===== config.mk =====
export PLATFORM = sky130hd
export DESIGN_NAME = micro_ucr_hash_ctrl_flat
export DESIGN_NICKNAME = d
export VERILOG_FILES = /design/src/rtl/micro_ucr_hash_ctrl_if.sv /design/src/rtl/micro_ucr_hash_ctrl.sv /design/src/flat_wrapper.sv
export SDC_FILE = /design/constraint.sdc
export NUM_CORES = 1
export LEC_CHECK = 0
export ABC_AREA = 1
export CAP_MARGIN = 20
export CORE_ASPECT_RATIO = 1.75
export CORE_MARGIN = 2
export CORE_UTILIZATION = 30
export CTS_CLUSTER_SIZE = 10
export DETAILED_ROUTE_END_ITERATION = 7
export GPL_TIMING_DRIVEN = 0
export PLACE_DENSITY = 0.63
export SLEW_MARGIN = 20
export SYNTH_ARGS = -nofsm -noshare
export SYNTH_HDL_FRONTEND = slang
export SYNTH_SLANG_ARGS = --single-unit

===== constraint.sdc =====
create_clock -name clk -period 3.5 [get_ports clk]
set_input_delay 0.7 -clock clk [delete_from_list [all_inputs] [get_ports clk]]
set_output_delay 0.7 -clock clk [all_outputs]
set_load 0.005 [all_outputs]

===== src/rtl/micro_ucr_hash_ctrl_if.sv =====
// Bundle of host-side and hash-core-side signals for the nonce-search controller.
// Purely combinational wiring: no storage, no added latency.
// The interface has no flow control of its own. The controller drives busy/done, and the core drives H.
interface micro_ucr_hash_ctrl_if;
  // host / probador side
  logic         start;
  logic         abort;
  logic [95:0]  header;
  logic [7:0]   target;
  logic         busy;
  logic         done;
  logic         found;
  logic [31:0]  nonce_out;
  logic [23:0]  hash_out;
  // hash core side
  logic [23:0]  H;
  logic         fill;
  logic [127:0] bloque_in;

  // The controller sits on this side.
  modport slave (
    input  start, abort, header, target, H,
    output fill, bloque_in, busy, done, found, nonce_out, hash_out
  );

  // The host and the hash core together sit on this side.
  modport master (
    output start, abort, header, target, H,
    input  fill, bloque_in, busy, done, found, nonce_out, hash_out
  );
endinterface


===== src/rtl/micro_ucr_hash_ctrl.sv =====
// Nonce-search sequencer for one micro_ucr_hash core: tries nonce 0..MAX_NONCE until H[23:16] < target.
// Latency: HASH_LAT+2 cycles per nonce. done fires one cycle after the CHECK of the final nonce.
// No backpressure: start is taken only in IDLE, and abort returns to IDLE from any state.
module micro_ucr_hash_ctrl #(
  parameter int unsigned HASH_LAT  = 20,
  parameter logic [31:0] MAX_NONCE = 32'h0000_FFFF
) (
  input  logic                  clk,
  input  logic                  reset,
  micro_ucr_hash_ctrl_if.slave  bus
);

  localparam int unsigned        CNT_W    = $clog2(HASH_LAT + 1);
  localparam logic [CNT_W-1:0]   CNT_LAST = CNT_W'(HASH_LAT - 1);

  typedef enum logic [2:0] {
    S_IDLE,
    S_LOAD,
    S_WAIT,
    S_CHECK,
    S_DONE
  } state_e;

  state_e         state_q,     state_d;
  logic [31:0]    nonce_q,     nonce_d;
  logic [CNT_W-1:0] cnt_q,     cnt_d;
  logic [95:0]    header_q,    header_d;
  logic [7:0]     target_q,    target_d;
  logic [23:0]    hash_q,      hash_d;
  logic           found_q,     found_d;
  logic [31:0]    nonce_out_q, nonce_out_d;
  logic [23:0]    hash_out_q,  hash_out_d;
  logic [127:0]   bloque_q,    bloque_d;
  logic           fill_q,      fill_d;
  logic           busy_q,      busy_d;
  logic           done_q,      done_d;

  // Next-state and datapath decisions. Abort overrides everything and leaves the results untouched.
  always_comb begin
    state_d     = state_q;
    nonce_d     = nonce_q;
    cnt_d       = cnt_q;
    header_d    = header_q;
    target_d    = target_q;
    hash_d      = hash_q;
    found_d     = found_q;
    nonce_out_d = nonce_out_q;
    hash_out_d  = hash_out_q;

    if (bus.abort) begin
      state_d = S_IDLE;
    end else begin
      case (state_q)
        S_IDLE: begin
          if (bus.start) begin
            header_d = bus.header;
            target_d = bus.target;
            nonce_d  = '0;
            found_d  = 1'b0;
            state_d  = S_LOAD;
          end
        end
        S_LOAD: begin
          cnt_d   = '0;
          state_d = S_WAIT;
        end
        S_WAIT: begin
          cnt_d = cnt_q + 1'b1;
          if (cnt_q == CNT_LAST) begin
            hash_d  = bus.H;
            state_d = S_CHECK;
          end
        end
        S_CHECK: begin
          if (hash_q[23:16] < target_q) begin
            found_d     = 1'b1;
            nonce_out_d = nonce_q;
            hash_out_d  = hash_q;
            state_d     = S_DONE;
          end else if (nonce_q == MAX_NONCE) begin
            // The range is exhausted. Stopping here means the nonce never wraps.
            found_d     = 1'b0;
            nonce_out_d = MAX_NONCE;
            hash_out_d  = hash_q;
            state_d     = S_DONE;
          end else begin
            nonce_d = nonce_q + 32'd1;
            state_d = S_LOAD;
          end
        end
        S_DONE: begin
          state_d = S_IDLE;
        end
        default: begin
          state_d = S_IDLE;
        end
      endcase
    end
  end

  // Outputs are decoded from the next state so they come straight from flops, aligned with the state.
  always_comb begin
    bloque_d = bloque_q;
    if (state_d == S_LOAD) begin
      bloque_d = {header_d, nonce_d};
    end
    fill_d = (state_d == S_LOAD);
    busy_d = (state_d == S_LOAD) || (state_d == S_WAIT) || (state_d == S_CHECK);
    done_d = (state_d == S_DONE);
  end

  // State and output registers, with a synchronous clear of everything.
  always_ff @(posedge clk) begin
    if (reset) begin
      state_q     <= S_IDLE;
      nonce_q     <= '0;
      cnt_q       <= '0;
      header_q    <= '0;
      target_q    <= '0;
      hash_q      <= '0;
      found_q     <= 1'b0;
      nonce_out_q <= '0;
      hash_out_q  <= '0;
      bloque_q    <= '0;
      fill_q      <= 1'b0;
      busy_q      <= 1'b0;
      done_q      <= 1'b0;
    end else begin
      state_q     <= state_d;
      nonce_q     <= nonce_d;
      cnt_q       <= cnt_d;
      header_q    <= header_d;
      target_q    <= target_d;
      hash_q      <= hash_d;
      found_q     <= found_d;
      nonce_out_q <= nonce_out_d;
      hash_out_q  <= hash_out_d;
      bloque_q    <= bloque_d;
      fill_q      <= fill_d;
      busy_q      <= busy_d;
      done_q      <= done_d;
    end
  end

  assign bus.fill      = fill_q;
  assign bus.bloque_in = bloque_q;
  assign bus.busy      = busy_q;
  assign bus.done      = done_q;
  assign bus.found     = found_q;
  assign bus.nonce_out = nonce_out_q;
  assign bus.hash_out  = hash_out_q;

endmodule


===== src/flat_wrapper.sv =====
// flat-port wrapper written by rule: the top's interface ports become plain ports
module micro_ucr_hash_ctrl_flat 
#(
  parameter int unsigned HASH_LAT  = 20,
  parameter logic [31:0] MAX_NONCE = 32'h0000_FFFF
)
  (clk, reset, bus_start, bus_abort, bus_header, bus_target, bus_H, bus_fill, bus_bloque_in, bus_busy, bus_done, bus_found, bus_nonce_out, bus_hash_out);
  micro_ucr_hash_ctrl_if bus_i ();
  input  logic clk;
  input  logic reset;
  input wire logic [$bits(bus_i.start)-1:0] bus_start;
  input wire logic [$bits(bus_i.abort)-1:0] bus_abort;
  input wire logic [$bits(bus_i.header)-1:0] bus_header;
  input wire logic [$bits(bus_i.target)-1:0] bus_target;
  input wire logic [$bits(bus_i.H)-1:0] bus_H;
  output wire logic [$bits(bus_i.fill)-1:0] bus_fill;
  output wire logic [$bits(bus_i.bloque_in)-1:0] bus_bloque_in;
  output wire logic [$bits(bus_i.busy)-1:0] bus_busy;
  output wire logic [$bits(bus_i.done)-1:0] bus_done;
  output wire logic [$bits(bus_i.found)-1:0] bus_found;
  output wire logic [$bits(bus_i.nonce_out)-1:0] bus_nonce_out;
  output wire logic [$bits(bus_i.hash_out)-1:0] bus_hash_out;
  assign bus_i.start = bus_start;
  assign bus_i.abort = bus_abort;
  assign bus_i.header = bus_header;
  assign bus_i.target = bus_target;
  assign bus_i.H = bus_H;
  assign bus_fill = bus_i.fill;
  assign bus_bloque_in = bus_i.bloque_in;
  assign bus_busy = bus_i.busy;
  assign bus_done = bus_i.done;
  assign bus_found = bus_i.found;
  assign bus_nonce_out = bus_i.nonce_out;
  assign bus_hash_out = bus_i.hash_out;
  micro_ucr_hash_ctrl #(.HASH_LAT(HASH_LAT), .MAX_NONCE(MAX_NONCE)) u_core (.clk(clk), .reset(reset), .bus(bus_i));
endmodule

== Word level (Yosys, flattened, before mapping) ==
Cells that the tools add are included.
Word-level totals
  logic and storage cells: 62
  output and inout bits: 188
  bits of input ports: 132
  bits in registers: 356
Operators by class
  reductions and logical operators: 11
  equal/unequal tests: 11
  mux-type cells: 23
  add/subtract/negate cells: 2
  magnitude comparators: 1
  bitwise logic cells: 1
Operator list (count)
  $mux W96: 3
  $mux W32: 6
  $pmux W32 S2: 1
  $mux W24: 2
  $add A32 B1 Y32 const B: 1
  $eq A32 B16 Y1 const B: 1
  $mux W3: 5
  $eq A3 B2 Y1 const B: 4
  $pmux W3 S4: 1
  $pmux W5 S2: 1
  $reduce_and A3 Y1: 3
  $lt A8 B8 Y1: 1
  $eq A3 B1 Y1 const B: 2
  $reduce_bool A2 Y1: 3
  $add A5 B1 Y5 const B: 1
  $eq A5 B5 Y1 const B: 1
  $reduce_and A4 Y1: 1
  $eq A3 B3 Y1 const B: 1
  $logic_not A3 Y1: 1
  $mux W1: 3
  $ne A3 B1 Y1 const B: 1
  $logic_or A1 B1 Y1: 2
  $ne A2 B2 Y1 const B: 1
  $pmux W1 S2: 1
  other kinds (2): 2

== Depth between registers and ports, before layout ==
Gate-level depths: netlist of run 1.
  depth after elaboration: 8
  depth in mapped cells: 16

== Least setup slack after synthesis of run 1 ==
No wires, ideal clock.
  path kind: reg-to-reg
  start point: register u_core.target_q[7]
  end point: register u_core.bloque_q[84] (netlist: u_core.bus.bloque_in[84])
  arrival: 1.837 ns
  data required time: 3.384 ns
  library setup time: 0.116 ns
  stages on the path, launching flop included: 12
  clock period less this slack: 1.953 ns
  path buffers: 2
  slack: 1.547 ns
  path through: dfxtp_1 inv_1 ha_1 nand2_1 o21a_1 nand2_2 nand2_8 a21oi_4 buf_6 buf_2 nand2_1 o211a_1
Between the ends
  word-level cells in the longest chain between the ends: 5
Ends and longest elaborated chain
  from (decl): line micro_ucr_hash_ctrl.sv:28  | logic [7:0] target_q, target_d;
  from (signal assigned): line micro_ucr_hash_ctrl.sv:133  | target_q <= target_d;
  $lt A8 B8 Y1: line micro_ucr_hash_ctrl.sv:75  | if (hash_q[23:16] < target_q) begin
  $mux W3: line micro_ucr_hash_ctrl.sv:75
  $pmux W3 S4: line micro_ucr_hash_ctrl.sv:53  | case (state_q)
  $mux W3: line micro_ucr_hash_ctrl.sv:50  | if (bus.abort) begin
  $eq A3 B1 Y1: line micro_ucr_hash_ctrl.sv:104  | if (state_d == S_LOAD) begin
  to (signal assigned): line micro_ucr_hash_ctrl.sv:138  | bloque_q <= bloque_d;
  to (decl): line micro_ucr_hash_ctrl.sv:33  | logic [127:0] bloque_q, bloque_d;
Every way passes these cells.
A chain may end at the register's enable or synchronous reset.

== Worst setup path after layout of run 1 ==
  start point: register u_core.target_q[3]
  end point: register u_core.bloque_q[3] (netlist: u_core.bus.bloque_in[3])
Between the ends
  word-level cells in the longest chain between the ends: 5
  elaborated cells on any way between the ends: 8
  classes of those cells: order compare (1); eq/ne (1); mux (6)
Ends and longest elaborated chain (line)
  $lt A8 B8 Y1 *: micro_ucr_hash_ctrl.sv:75
  $mux W3: micro_ucr_hash_ctrl.sv:75
  $pmux W3 S4: micro_ucr_hash_ctrl.sv:53
  $mux W3: micro_ucr_hash_ctrl.sv:50
  $eq A3 B1 Y1: micro_ucr_hash_ctrl.sv:104
Every way passes the cells marked *; elsewhere a longest branch is shown, timed or not.

==> results of run 1 <==
synth_stat cells (2+ instances only):
master	number	share of area
nand2_2	3	0.0013
buf_1	5	0.0013
o21bai_1	4	0.0021
a21oi_1	126	0.045
nand2_4	2	0.0016
nand3_1	73	0.026
mux2i_1	96	0.068
clkbuf_1	55	0.015
clkinv_1	2	0.00053
xor2_1	14	0.0087
dfxtp_1	356	0.51
buf_2	33	0.012
buf_4	7	0.0037
inv_1	83	0.022
nor2_4	2	0.0016
o211a_1	45	0.032
nand4_1	20	0.0089
o21ai_0	149	0.053
nor2_1	313	0.084
o21ai_1	12	0.0043
ha_1	9	0.0080
buf_6	8	0.0064
nor3_1	4	0.0014
nor2_2	3	0.0013
nand2_1	280	0.075
inv_2	5	0.0013
power by group through the flow:
stage               combinational [W]  clock, W  sequential [W]
floorplan                    0.000551         0         0.00441
global placement              0.00118         0         0.00442
detailed placement            0.00120         0         0.00442
CTS                           0.00120   0.00404         0.00434
global route                  0.00129   0.00418         0.00436
finish                        0.00118   0.00394         0.00434
placed cells by master (no fill, tap or decap), drive strengths merged, types with 5 or more instances in the layout:
cell type	n
a21oi	127
buf	53
clkbuf	102
clkdlybuf4s50	319
clkinv	5
dfxtp	356
ha	9
inv	90
mux2i	96
nand2	286
nand3	74
nand4	20
nor2	319
o211a	45
o21ai	162
xor2	14
worst reg2reg max path, stage by stage, from the launching register on:
cell and delay [ns]:
dfxtp_1 0.31, inv_1 0.06, ha_1 0.29, nand2_1 0.05, inv_1 0.04, nand2_1 0.04
nand2_1 0.07, nand2_1 0.06, nand2_2 0.29, nand2_8 0.14, a21oi_4 0.38, clkbuf_1 0.50
o211ai_1 0.26, nand2_1 0.11, inv_1 0.04
cell type report:
cell class	instances	area share
flip-flops and latches	356	0.3722
multi-input cells	1165	0.3156
repair buffers	319	0.1668
clock buffers	47	0.05907
well taps	583	0.03810
plain buffers	108	0.02790
inverters	91	0.01810
clock inverters	4	0.002026
diodes	2	0.0002614
registers in the layout (all words and copies together) (netlist names), 3 cells and up:
register,cells
u_core.state_q,3
u_core.header_q,96
u_core.bus.hash_out,24
u_core.hash_q,24
u_core.bus.nonce_out,32
u_core.nonce_q,32
u_core.bus.bloque_in,128
u_core.target_q,8
u_core.cnt_q,5
kinds of logic after synthesis:
logic type | Yosys count | synth area share
adder cells (fa/ha/maj) | 9 | 0.008016
multiplexers | 96 | 0.06840
AO/OA/AOI/OAI | 341 | 0.1398
buffers and inverters | 199 | 0.06261
flip-flops | 356 | 0.5073
AND/OR/NAND/NOR | 705 | 0.2051
XOR/XNOR | 14 | 0.008728
path summary, 6_finish.rpt:
| check | slack, ns | from | endpoint | cells past startpoint |
|---|---|---|---|---|
| setup / recovery | 0.75 | u_core.target_q[3] | u_core.bus.bloque_in[3] | 14 |
| hold / removal | 0.45 | u_core.target_q[0] | u_core.target_q[0] | 2 |
| setup reg to reg | 0.75 | u_core.target_q[3] | u_core.bus.bloque_in[3] | 14 |
| hold reg to reg | 0.45 | u_core.target_q[0] | u_core.target_q[0] | 2 |
layer usage:
| metal | vias to the layer above | GRT usage | wire (um) |
|---|---|---|---|
| met5 | - | 0 | 38 |
| met3 | 105 | 0.04412 | 2730 |
| met4 | 6 | 0.09692 | 2403 |
| li1 | 6377 | - | - |
| met2 | 369 | 0.3881 | 26820 |
| met1 | 5958 | 0.2009 | 18350 |
through the flow:
stage          cell area [um^2]  std cells  utilization
2_1_floorplan             14050       1720            -
3_3_place_gp              17970       2622       0.3901
3_5_place_dp              17970       2622       0.3902
4_1_cts                   19140       2673       0.4156
5_1_grt                   19150       2675       0.4157
6_report                  19150       2675       0.4157
==> run metrics, run 1 <==
Mapped Area=14,050 um^2; Hold Crit Class=reg -> reg; register area share after synthesis=0.5073; final worst setup slack=0.7471 ns; status=finished clean; Int Power=0.007066 W; post-route ant nets=0; post-synth cell types=37; Slew Viols, Final=0; Final nets=2,224; Max Buffers Root-to-Sink=3; area grow syn2layout=36.29%; asr flop ratio synth=0; DIE AREA=48,640 um^2; Pre-antenna DRT Iters=6; Core Region=46,060 um^2; type of origin of the critical path=flop; crit-path max FO=10; largest net degree at the start of global routing=12; setup TNS=0 ns; row count=104; final RePlAce weighted congestion=0.9275; final period utilization=0.7865; Initial Util=0.3050; RSZ-0062 raised after global routing=false; Buffers on Ports=319; first-pass GRT wire length=75,760 um; Reg power frac=0.459; Post-Place Worst Slack=0.2452 ns; root cell of the clock tree=clkbuf_16; Crit. End Element=flop; CP arrival=3.20 ns; Max-cap violations=0; syn nets=1,861; setup bufs post-CTS=0; final WL=50,340 um; Switch Pwr=0.002400 W; Final setup viols=0; initial antenna violation count=5; number of flops mapped to enable cells by yosys=0; total power=0.009466 W; flops & latches, synth=356; Logic pwr share=0.125; I/O Pins=320; PostCTS Resize Cnt=0; critical path class=reg -> reg; routed wire length per instance=18.82 um; Hold Fails Final Rpt=0; multi-input logic area=6042 um^2; Vias/cell=4.791; Die Ht=290.3 um; Clock Latency Late Sink=0.56 ns; sw frac=0.2536; min Tclk post-route=2.753 ns; Reg area=7127 um^2; syn_area_per_cell=8.168 um^2; Final Skew=0.02146 ns; HPWL Detailed=39,250 um; Hold WS=0.4464 ns; CP max stage delay=0.50 ns; Synth Instances=1,720; kind of cell adding the most delay to the critical path=simple AND/OR/NAND/NOR gates; vias in the first global route=13,087; first-iteration detailed-routing DRC count=586; VDD IR max=364.3 uV; die width=167.6 um; CTS Hold Buffers Added=0; Remaining DRCs=0; CTS tree=done; CP cell instances=inv_1 -> ha_1 -> nand2_1 -> inv_1 -> nand2_1 -> nand2_1 -> nand2_1 -> nand2_2 -> nand2_8 -> a21oi_4 -> clkbuf_1 -> o211ai_1 -> nand2_1 -> inv_1; clock sinks=356; CP required=3.95 ns; fill count=4,704; Max Clk Rate=363.3 MHz; Clock Pin Slew Worst Setup and Hold Paths=0.06 ns; Least-Margin Pin Slew=1.075 ns; share of layout cells above drive strength 1=0.05837; relative slew slack=0.2835; Yosys warnings=0; H-tree Lvls=2; GRT Util Overall=0.2012; total CTS buffers=42; crit path buf inv count=4; Most common cell on crit path=nand2_1; clock power share=0.416; Power Dens Cells=494.4 nW/um^2; GRT overflow=0; Post-synth top flop=dfxtp_1; via count of the routed design=12,815; Worst path slowest cell=clkbuf_1; Lkg Pwr=8.314 nW
No activity file was read; power rests on OpenSTA's default activity.
==> run 2: changes to the inputs <==
==> constraint.sdc (replaced) <==
create_clock -name clk -period 2.9 [get_ports clk]
set_input_delay 0.58 -clock clk [delete_from_list [all_inputs] [get_ports clk]]
set_output_delay 0.58 -clock clk [all_outputs]
set_load 0.005 [all_outputs]
==> run 2 against run 1 <==
Compared with the run above:
- sequential share of layout area about the same
- largest power group unchanged
- clock power is 21% higher
- global-route usage is the same
- maximum frequency is 4.4% higher
- sequential power up 21%
- flip-flop and latch count did not move
- clock-buffer cell count did not move
- critical path type unchanged
- clock skew stayed put
- design area is essentially flat
- core utilization barely moved
- critical endpoint is now u_core.bus.bloque_in[16]
- critical path depth up 1
==> run metrics, run 2 (same netlist as run 1, synthesis figures left out) <==
CTS tree=done; Least-Margin Pin Slew=1.075 ns; CP required=3.34 ns; relative slew slack=0.2835; root cell of the clock tree=clkbuf_16; multi-input logic area=6042 um^2; Max-cap violations=0; non-filler instance count after layout=2,675; CP cell instances=inv_1 -> ha_1 -> nand2_1 -> inv_1 -> nand2_1 -> nand2_1 -> nand2_1 -> nand2_2 -> nand2_8 -> a21oi_4 -> buf_6 -> buf_4 -> nand3_1 -> nand2_1 -> inv_1; Worst path slowest cell=a21oi_4; Hold Fails Final Rpt=0; status=finished clean; setup bufs post-CTS=0; CP max stage delay=0.38 ns; Max Clk Rate=379.3 MHz; initial antenna violation count=5; total CTS buffers=42; Critical path origin=u_core.target_q[3]; CTS Hold Buffers Added=0; Crit. End Element=flop; Reg area=7127 um^2; kind of cell adding the most delay to the critical path=simple AND/OR/NAND/NOR gates; Buffers on Ports=319; via count of the routed design=12,814; type of origin of the critical path=flop; I/O Pins=320; reg2reg start=u_core.target_q[3]; Initial Util=0.3050; GRT overflow=0; Die Ht=290.3 um; final WL=50,350 um; most common cell after layout, fill and taps aside=dfxtp_1; Final Skew=0.02146 ns; HPWL Detailed=39,250 um; H-tree Lvls=2; area grow syn2layout=36.30%; Cells after DPL=2,622; row count=104; GRT Util Overall=0.2012; hold_sp=u_core.target_q[0]; Max Buffers Root-to-Sink=3; Remaining DRCs=0; first-iteration detailed-routing DRC count=586; min Tclk post-route=2.637 ns; fill count=4,706; crit-path max FO=10; routed wire length per instance=18.82 um; most frequent cells in the layout=dfxtp_1 (356), clkdlybuf4s50_1 (319), nor2_1 (313), nand2_1 (280), o21ai_0 (149); Lkg Pwr=8.317 nW; Final nets=2,224; final RePlAce weighted congestion=0.9275; VDD IR max=439.7 uV; crit path buf inv count=5; share of layout cells above drive strength 1=0.05885; vias in the first global route=13,087; post-route ant nets=0; RSZ-0062 raised after global routing=false; Clock Pin Slew Worst Setup and Hold Paths=0.05 ns; max reg flops=128; Hold Crit Class=reg -> reg; die width=167.6 um; critical path class=reg -> reg; CP arrival=3.08 ns; clock sinks=356; Final setup viols=0; first-pass GRT wire length=75,760 um; total power=0.01142 W; Most common cell on crit path=nand2_1; setup TNS=0 ns; DIE AREA=48,640 um^2; Slew Viols, Final=0; Power Dens Cells=596.6 nW/um^2; largest net degree at the start of global routing=12; Pre-antenna DRT Iters=6; Vias/cell=4.790; Clock Latency Late Sink=0.56 ns; Core Region=46,060 um^2; final period utilization=0.9092
[run 2: cell counts in the layout (fill, tap and decap cells not counted)]
Identical to the previous run, type by type.
[run 2: worst register-to-register path, stage by stage, from the launching register on]
cell and delay (ns):
dfxtp_1 0.31, inv_1 0.06, ha_1 0.29, nand2_1 0.05, inv_1 0.04, nand2_1 0.04, nand2_1 0.07, nand2_1 0.06
nand2_2 0.29, nand2_8 0.14, a21oi_4 0.38, buf_6 0.24, buf_4 0.24, nand3_1 0.17, nand2_1 0.09, inv_1 0.04
[run 2: per-layer routing]
metal	GRT usage	routed length [um]	vias to the layer above	share of wire
li1	-	-	6377	-
met3	0.04412	2730	105	0.054
met1	0.2009	18350	5957	0.36
met2	0.3881	26830	369	0.53
met4	0.09692	2403	6	0.048
met5	0	38	-	0.00075
[run 2: metrics by stage]
| step | instance area, um^2 | utilization | hold slack (ns) | setup slack (ns) |
|---|---|---|---|---|
| final | 19150 | 0.4157 | 0.4463 | 0.2634 |
| after global routing | 19150 | 0.4157 | 0.4713 | 0.07878 |
| after CTS | 19140 | 0.4156 | 0.4458 | 0.1485 |
| after detailed placement | 17970 | 0.3902 | 0.4374 | -0.2348 |
| after global placement | 17970 | 0.3901 | 0.4345 | -0.2841 |
| after floorplan | 14050 | - | 0.4237 | 0.9469 |
[run 2: cell type report]
type,instances,share of cell area
Timing Repair Buffer,319,0.1668
Multi-Input combinational cell,1165,0.3155
Tap cell,583,0.03809
Antenna cell,2,0.0002614
Sequential cell,356,0.3722
Clock inverter,4,0.002026
Clock buffer,47,0.05907
Buffer,108,0.02797
Inverter,91,0.01810
[run 2: path summary, 6_finish.rpt]
kind	end	slack, ns	depth (start not counted)
min reg2reg	u_core.target_q[0]	0.45	2
max	u_core.bus.bloque_in[16]	0.26	15
max reg2reg	u_core.bus.bloque_in[16]	0.26	15
min	u_core.target_q[0]	0.45	2
[run 2: repair_timing]
item,4_1_cts,5_1_grt
gates resized for setup,0,2
endpoints found under the setup margin,0,1
hold endpoints to repair,0,0
[run 2: where the power goes]
part	switching, W	internal [W]	total, W
Combinational	0.000755	0.000675	0.00143
Clock	0.00202	0.00273	0.00476
Sequential	0.000118	0.00512	0.00524
Total	0.00290	0.00853	0.0114
